## src/rtl/seg_scan_decoder.sv

```systemverilog
// Recovers hex digits from a multiplexed active-low 7-segment bus
// and assembles them into a full word with per-digit error flags.
module seg_scan_decoder #(
  parameter int NDIG          = 4,
  parameter int STABLE_CYCLES = 4
) (
  input  logic              clk,
  input  logic              rst,
  input  logic [NDIG-1:0]   an,
  input  logic [6:0]        seg,
  output logic [4*NDIG-1:0] value,
  output logic              frame_valid,
  output logic              frame_err,
  output logic [NDIG-1:0]   digit_err
);

  localparam int CW = 8;
  localparam logic [CW-1:0] SMAX = CW'(STABLE_CYCLES);

  logic [NDIG-1:0]   an_q;
  logic [NDIG-1:0]   an_p;
  logic [6:0]        seg_q;
  logic [6:0]        seg_p;
  logic [CW-1:0]     cnt;
  logic              dwell;
  logic [NDIG-1:0]   mask;
  logic [NDIG-1:0]   sbad;
  logic [4*NDIG-1:0] snib;

  logic [NDIG-1:0] sel;
  logic            onehot;
  logic            same;
  logic            cap;
  logic            done;
  logic [3:0]      dnib;
  logic            dbad;

  assign sel    = ~an_q;
  assign onehot = (sel != '0) && ((sel & (sel - NDIG'(1))) == '0);
  assign same   = (an_q == an_p) && (seg_q == seg_p);
  assign cap    = onehot && same && !dwell && (cnt == SMAX);
  assign done   = &mask;

  always_comb begin
    dnib = 4'h0;
    dbad = 1'b0;
    case (seg_q)
      7'b1000000: dnib = 4'h0;
      7'b1111001: dnib = 4'h1;
      7'b0100100: dnib = 4'h2;
      7'b0110000: dnib = 4'h3;
      7'b0011001: dnib = 4'h4;
      7'b0010010: dnib = 4'h5;
      7'b0000010: dnib = 4'h6;
      7'b1111000: dnib = 4'h7;
      7'b0000000: dnib = 4'h8;
      7'b0010000: dnib = 4'h9;
      7'b0001000: dnib = 4'hA;
      7'b0000011: dnib = 4'hB;
      7'b1000110: dnib = 4'hC;
      7'b0100001: dnib = 4'hD;
      7'b0000110: dnib = 4'hE;
      7'b0001110: dnib = 4'hF;
      default:    dbad = 1'b1;
    endcase
  end

  always_ff @(posedge clk or posedge rst) begin
    if (rst) begin
      an_q  <= '1;
      an_p  <= '1;
      seg_q <= '1;
      seg_p <= '1;
      cnt   <= '0;
      dwell <= 1'b0;
    end else begin
      an_q  <= an;
      seg_q <= seg;
      an_p  <= an_q;
      seg_p <= seg_q;
      if (!onehot) begin
        cnt   <= '0;
        dwell <= 1'b0;
      end else if (!same) begin
        cnt   <= CW'(1);
        dwell <= 1'b0;
      end else begin
        if (cnt != SMAX)
          cnt <= cnt + CW'(1);
        if (cap)
          dwell <= 1'b1;
      end
    end
  end

  // Completion clears the mask; a same-cycle capture opens the next frame.
  always_ff @(posedge clk or posedge rst) begin
    if (rst) begin
      mask <= '0;
      sbad <= '0;
      snib <= '0;
    end else begin
      mask <= (done ? '0 : mask) | (cap ? sel : '0);
      for (int k = 0; k < NDIG; k++) begin
        if (cap && sel[k]) begin
          snib[4*k +: 4] <= dnib;
          sbad[k]        <= dbad;
        end
      end
    end
  end

  always_ff @(posedge clk or posedge rst) begin
    if (rst) begin
      value       <= '0;
      frame_valid <= 1'b0;
      frame_err   <= 1'b0;
      digit_err   <= '0;
    end else begin
      frame_valid <= done;
      if (done) begin
        value     <= snib;
        digit_err <= sbad;
        frame_err <= |sbad;
      end
    end
  end

endmodule
```

## config.mk

```make
export PLATFORM = sky130hd
export DESIGN_NAME = seg_scan_decoder
export DESIGN_NICKNAME = d
export VERILOG_FILES = /design/src/rtl/seg_scan_decoder.sv
export SDC_FILE = /design/constraint.sdc
export NUM_CORES = 1
export LEC_CHECK = 0
export ABC_AREA = 1
export CORE_MARGIN = 1.5
export CORE_UTILIZATION = 53
export CTS_CLUSTER_DIAMETER = 100
export CTS_CLUSTER_SIZE = 28
export DETAILED_ROUTE_END_ITERATION = 6
export DONT_BUFFER_PORTS = 1
export PLACE_DENSITY = 0.71
export SLEW_MARGIN = 20
export SYNTH_ARGS = -nofsm -noshare
export SYNTH_HDL_FRONTEND = slang
export SYNTH_SLANG_ARGS = --single-unit
```

## constraint.sdc

```tcl
create_clock -name clk -period 2.4 [get_ports clk]
set_clock_uncertainty 0.2 [all_clocks]
set_input_delay 0.36 -clock clk [delete_from_list [all_inputs] [get_ports clk]]
set_output_delay 0.36 -clock clk [all_outputs]
set_load 0.005 [all_outputs]
```

==> metrics.md <==
| Metric | Value |
|---|---|
| Outcome | `finished clean` |
| RePlAce Congestion | `~0.90` |
| Initial Util | `0.550` |
| Worst min-delay path class | `reg2reg` |
| Synth Cell Area | `3490 um^2` |
| Total power | `between 2 and 3 mW` |
| Count of different cell masters after synthesis | `28` |
| MaxCap Viol Count | `0` |
| GRT overflow | `0` |
| Avg WL per Cell | `around 12 um` |
| Mapped Cells | `approximately 420` |
| Max IR drop VDD | `about 0.39 mV` |
| Die width | `84.2 um` |
| Final Hold Violating Endpoints | `0` |
| Most frequent cells in the layout | `nand2_1 (191), dfrtp_1 (55), inv_1 (32)` |
| Post-CTS setup buffer count | `0` |
| Worst EP required | `2.49 ns` |
| GRT Resource Usage Total | `0.203` |
| Final Util | `0.616` |
| Slew Limit Fails | `0` |
| First-pass GRT wire length | `11,400 um` |
| CTS sink cnt | `77` |
| CORE AREA | `around 6300 um^2` |
| Skew-Pair Late Insertion Delay | `~0.35 ns` |
| First-pass DRT Iterations | `4` |
| Post-layout min period | `2.12 ns` |
| IO Port Bufs | `0` |
| Layout cells sized above 1 | `0.135` |
| Die area | `about 7100 um^2` |
| Largest net degree at the start of global routing | `53` |
| CTS tree | `done` |
| Routed Antenna Nets | `0` |
| TritonCTS buffer count | `9` |
| Core Rows | `29` |
| Die H | `84.2 um` |
| Peak Freq | `about 0.47 GHz` |
| DP Wirelength | `between 4000 and 5000 um` |
| Slew HR | `0.601` |
| Number of synthesized register bits | `a little under 80` |
| Number of global-route vias before repair | `2,562` |
| Crit-path max FO | `20` |
| H-tree depth | `3` |
| DR DRC count | `0` |
| Post-synthesis average cell area | `8.26 um^2` |
| Syn_nets | `438` |
| CP Launch Type | `flip-flop` |
| DRT iter0 DRCs | `between 100 and 150` |
| Clock slew at reported path FFs | `0.08 ns` |
| Number of diodes | `0` |
| Via Count | `2,633` |
| Final setup fails | `0` |
| P_leak | `2.05 nW` |
| Worst Max-Slew Pin Slew | `~0.6 ns` |
| Commonest non-fill, non-tap cell in the layout | `nand2_1` |
| DP Area | `~3600 um^2` |
| Fill cells | `between 500 and 600` |
| Data arrival time of the worst path | `around 2.2 ns` |
| Yosys warns | `0` |
| Post-CTS Resized | `0` |
| IO Count | `35` |
| Maximum root-to-sink buffer count | `2` |
| Final Net Count | `456` |
| Initial antenna violation count | `0` |
| Final wirelength | `6440 um` |
| # hold bufs at CTS | `12` |
| Area Overhead vs Synth | `11.9%` |
| Seq/Total Area, Yosys | `0.559` |
| Crit path capture type | `flip-flop` |
| Via-to-Cell Ratio | `5.03` |
| Clk root buf | `clkbuf_8` |
| Fin crit share | `0.885` |
| RSZ-0062 raised after global routing | `no` |
| Critical path class | `reg2reg` |
| Fin Setup TNS | `0 ns` |
| Final instance area | `3910 um^2` |
| Worst slack on hold paths | `0.197 ns` |
| Pwr dens | `between 600 and 700 nW/um^2` |
## through the flow
step / std cells / worst slack [ns]
2_1_floorplan: 423 / 0.642
3_3_place_gp: 495 / 0.348
4_1_cts: 523 / 0.296
5_1_grt: 523 / 0.0950
6_report: 523 / 0.277
3_5_place_dp: 495 / 0.324
## cells by family (layout without fill, tap and decap cells)
logic type                 count (synthesis)  in the layout  share of synthesized area
buffers and inverters                     48             71                     0.0562
adders and majority gates                  2              2                    0.00716
and+or+nand+nor                          276            276                      0.340
DFF                                       77             77                      0.559
xor gates and xnor gates                   7              7                     0.0176
AOI/OAI and AO/OA                         13             13                     0.0201
## worst paths after layout
check	startpoint	end	slack [ns]	depth (start not counted)
min in group asynchronous	rst	cnt[2]	0.35	2
max reg2reg	seg_q[1]	snib[3]	0.28	10
max in group asynchronous	rst	an_p[0]	0.99	3
min	an_q[2]	an_p[2]	0.20	0
min reg2reg	an_q[2]	an_p[2]	0.20	0
max	seg_q[1]	snib[3]	0.28	10
## metal layers
metal / routed length, um / global-route usage / share of wire / vias up
met5: 0 / 0 / 0 / -
met2: 2930 / 0.313 / 0.46 / 50
met3: 219 / 0.0442 / 0.034 / 13
met4: 160 / 0.106 / 0.025 / 0
li1: - / - / - / 1342
met1: 3130 / 0.269 / 0.49 / 1228
## critical path, stage by stage (launching register included)
cell	delay, ns
dfstp_2	0.61
inv_2	0.07
nand2_1	0.06
nand2_1	0.05
nor2_1	0.15
nand2_1	0.12
nor2_4	0.11
nand3_4	0.13
nor2_4	0.35
nand3_1	0.13
nand2_1	0.09
## layout make-up
type / count / area (um^2) / share of cell area
well taps: 77 / 96.3 / 0.0246
inverters: 41 / 158 / 0.0403
repair buffers: 14 / 148 / 0.0378
clock inverters: 5 / 58.8 / 0.0150
clock buffers: 11 / 151 / 0.0387
multi-input cells: 298 / 1340 / 0.343
flip-flops and latches: 77 / 1950 / 0.500
## synth_stat cells
cell type,number,share of area
a211oi_1,1,0.0021
nor4_4,1,0.0061
nor3_2,1,0.0029
inv_2,8,0.0086
nor2_2,3,0.0054
nor3_1,8,0.011
o21ai_0,6,0.0086
xnor2_1,4,0.010
clkbuf_1,4,0.0043
nand3_1,28,0.040
inv_1,33,0.035
a21oi_1,4,0.0057
xor2_1,3,0.0075
buf_6,2,0.0064
nor4_1,1,0.0018
dfstp_2,22,0.17
a31oi_1,2,0.0036
nand3_2,1,0.0029
nor2_4,4,0.013
nor3b_1,2,0.0043
nor2_1,30,0.032
dfrtp_1,55,0.39
nand3_4,1,0.0050
clkbuf_2,1,0.0014
ha_1,2,0.0072
nand2_1,191,0.21
nand3b_1,1,0.0021
nand4_1,4,0.0072
## state kept, by name, summed over array words and instances, names as in the netlist, 7 cells and up
| name | cells |
|---|---|
| cnt | 8 |
| seg_p | 7 |
| seg_q | 7 |
| snib | 16 |
| value | 16 |
## report_power, final
| group | internal (mW) | switching (mW) |
|---|---|---|
| sequential | 1.33 | 0.0251 |
| clock | 0.537 | 0.467 |
| combinational | 0.0478 | 0.0921 |
Power figures use the tool's default switching activity.
